==> src/rtl/flopr.sv <==
// flopr: parameterised D register that captures on rising ph1 with a synchronous, active-high reset.
// ph2 is on the port list only so existing positional instances keep working; nothing reads it.
module flopr #(
    parameter int unsigned           WIDTH       = 8,
    parameter logic [WIDTH-1:0]      RESET_VALUE = '0
) (
    input  logic             ph1,
    input  logic             ph2,
    input  logic             reset,
    input  logic [WIDTH-1:0] d,
    output logic [WIDTH-1:0] q
);

    logic [WIDTH-1:0] q_d;
    logic [WIDTH-1:0] q_q;

    // Deliberately dangling so that ph2 never reaches any logic.
    logic unused_ph2;
    assign unused_ph2 = ph2;

    // Reset wins over d. There is no enable, so every ph1 edge loads something.
    always_comb begin
        q_d = d;
        if (reset) begin
            q_d = RESET_VALUE;
        end
    end

    always_ff @(posedge ph1) begin
        q_q <= q_d;
    end

    assign q = q_q;

endmodule

==> config.mk <==
export PLATFORM = sky130hd
export DESIGN_NAME = flopr
export DESIGN_NICKNAME = d
export VERILOG_FILES = /design/src/rtl/flopr.sv
export SDC_FILE = /design/constraint.sdc
export NUM_CORES = 1
export LEC_CHECK = 0
export ABC_CLOCK_PERIOD_IN_PS = 800
export BUFFER_PORTS_ARGS = -buffer_cell sky130_fd_sc_hd__buf_2
export CAP_MARGIN = 20
export CORE_AREA = 2 2 39 41
export CTS_CLUSTER_SIZE = 20
export DETAILED_ROUTE_END_ITERATION = 7
export DIE_AREA = 0 0 41 43
export MAX_ROUTING_LAYER = met4
export PLACE_DENSITY_LB_ADDON = 0.3
export SYNTH_ARGS = -nofsm -noshare
export SYNTH_HDL_FRONTEND = slang
export SYNTH_SLANG_ARGS = --single-unit
==> constraint.sdc <==
create_clock -name ph1 -period 0.8 [get_ports ph1]
set_input_delay 0 -clock ph1 [delete_from_list [all_inputs] [get_ports ph1]]
set_output_delay 0 -clock ph1 [all_outputs]
set_load 0.03 [all_outputs]
# Word level (Yosys, flattened, before mapping)
# Cells that the tools add are included.
[word_totals]
regBits = 8
input_bits = 11
output_inout_bits = 8

# Depth between registers and ports, before layout
[logic_depth]
depth_word = 0
mapped_depth = 1
depth_no_buf = 1

# Least setup slack after synthesis
# No wires, ideal clock.
[synth_path]
path_type = "register to output"
startpoint = "register q_q[0], in the netlist q[0]"
endpoint = "output port q[0]"
t_arrival_ns = 0.459
slack_ns = 0.341
stages_incl_launch_ff = 1
n_path_buf = 0
cell_sequence = "dfxtp_1"
[synth_rtl]
columns = ["item", "line_no", "text"]
rows = [
  ["start: declaration", "15", "logic [WIDTH-1:0] q_q;"],
  ["start signal: assignment", "30", "q_q <= q_d;"],
  ["end: declaration", "11", "output logic [WIDTH-1:0] q"],
]
# No word-level cell between the ends.

# Worst setup path after layout
[layout_path]
startpoint = "register q_q[7], in the netlist q[7]"
endpoint = "output port q[7]"
# No word-level cell between the ends.

==> impl_results.md <==
- Congestion Overflow GR: 0
- Fin crit share: around 94%
- Slowest CP cell: dfxtp_1
- I/O pins: 19
- Initial antenna violation count: 0
- DRT Pass-1 Iters: 1
- Status: complete, no violations
- WP data arrival: between 0.7 and 0.8 ns
- Die area: about 1800 sq um
- Max Cap Viol: 0
- Placed cell count: 49
- H-tree levels: 1
- Delay of the slowest cell on the worst path: roughly 0.31 ns
- Pin count of the biggest net entering global routing: 9
- Sink Count: 8
- Synth top area cells: dfxtp_1, nor2b_1
- Starting Density: 15.19%
- Post-CTS setup repair buffer count: 0
- Power per cell area: just over 2000 nW/um^2
- CTS Buf Count: 3
- Hold Path Class: in2reg
- Slew HR: about nine tenths
- Sum of negative setup slack: 0 ns
- Max FFs per register: 8
- Die X: roughly 40 microns
- Share of post-route cells with drive strength above 1: between 40% and 50%
- 1st-iter DRT viols: 0
- Rows: 14
- Area grow syn2layout: 98.81%
- Min-Delay Path Depth: 2
- Final Hold Viols: 0
- Post-Layout Cell Count: 60
- Gpl congestion: 0.5711
- DR WL/cell: about 7.8 microns
- Cell taking the most area after synthesis: dfxtp_1
- Slew Limit Fails: 0
- Crit-path cells: buf_2
- Vias per std cell: 3.433
- Final Setup Violations: 0
- Synth top area share: between 70% and 80%
- RSZ-0062 raised after global routing: no
- Tot GR Track Use: around 6.7%
- Max FO, Critical Path: 1
- Syn nets: 27
- PortBufs: 17
- Dpl ws: about 0.33 ns
- Slew @ Worst Pin: roughly 0.16 ns
- Number of synthesized register bits: 8
- Diode count: 0
- Critical Path RT: about 0.8 ns
- Final Critical Period: 0.7510 ns
- Vias in the first global route: about 170
- WS Path Type: reg2out
- Warnings from Yosys: 0
- Root Driver: clkbuf_4
- Cell count after synthesis: 16
- Syn Area/Cell: around 13 sq um
- First-pass GRT wire length: ~650 microns
- CTS tree: built
- Maximum clock path buffer count: 2
- Core area: 1384 sq um
- FMAX: around 1.3 GHz
- CP bufs+invs: 1
- HP Start: reset
- NumNets Final: 57
- Setup WS post-layout: just under 0.05 ns
- Hold EP: q[4]
- # DRC: 0
- Total Wirelength: about 470 microns
- Die Y: between 40 and 50 microns
- Synthesized area: 210.2 sq um
- Crit. path cell count: 1
- Worst-path clk slew: 0.05 ns
- Vias post-DR: just over 200
- Seq/Total Area, Yosys: 76.19%
- CP endpoint kind: output port
- VDD IR max: between 0.0008 and 0.0009 V
- ANT nets after route: 0
- Critical path startpoint category: flop
- Distinct cells, synth: 2
- CP delay by family, top: flip-flops
- Final Total Pwr: a little under 0.9 mW
- Leakage Power: 0.2049 nW
## worst max-delay path by stage
stage / endpoint / start
2_1_floorplan: q[0] / q[0]
3_3_place_gp: q[4] / q[4]
3_5_place_dp: q[5] / q[5]
4_1_cts: q[7] / q[7]
5_1_grt: q[7] / q[7]
6_report: q[7] / q[7]
## cell type report
class	count	area (sq um)
Sequential cell	8	160.2
Fill cell	152	965.9
Tap cell	16	20.02
Clock buffer	3	22.52
Timing Repair Buffer	25	165.2
Multi-Input combinational cell	8	50.05
## where the power goes
group,leakage [nW],internal [mW],switching [mW]
Combinational,0.124,0.0646,0.0679
Clock,0.0138,0.172,0.138
Sequential,0.0667,0.420,0.00405
Total,0.205,0.657,0.210
## metal layers
layer / vias to the layer above / track usage (%) / wire (microns)
met5: - / - / 0
met4: 0 / 4.000 / 12
met3: 3 / 9.424 / 101
met2: 18 / 6.875 / 177
met1: 81 / 6.129 / 176
li1: 104 / - / -
## cells in the mapped netlist
cell type	instances
dfxtp_1	8
nor2b_1	8
## kinds of logic after synthesis
family,after synthesis,synth area share [%]
flip-flops,8,76.19
AND/OR/NAND/NOR,8,23.81
## through the flow
stage / cell area [sq um] / hold WS (ns) / util [%]
finish: 417.9 / 0.01013 / 30.20
global route: 417.9 / 0.01409 / 30.20
CTS: 417.9 / 0.008134 / 30.20
detailed placement: 315.3 / 0.2122 / 22.78
global placement: 315.3 / 0.2055 / 22.78
floorplan: 210.2 / 0.07161 / -
## cells in the final DEF (no fill, tap or decap), drive strengths merged
master	netlist	final
dfxtp	8	8
clkbuf	0	3
dlygate4sd3	0	8
buf	0	17
nor2b	8	8
## repair_timing
action / in CTS / in global routing
resized for setup: 0 / 0
hold endpoints to repair: 8 / 0
hold buffers: 8 / 0
Power figures use the tool's default switching activity.
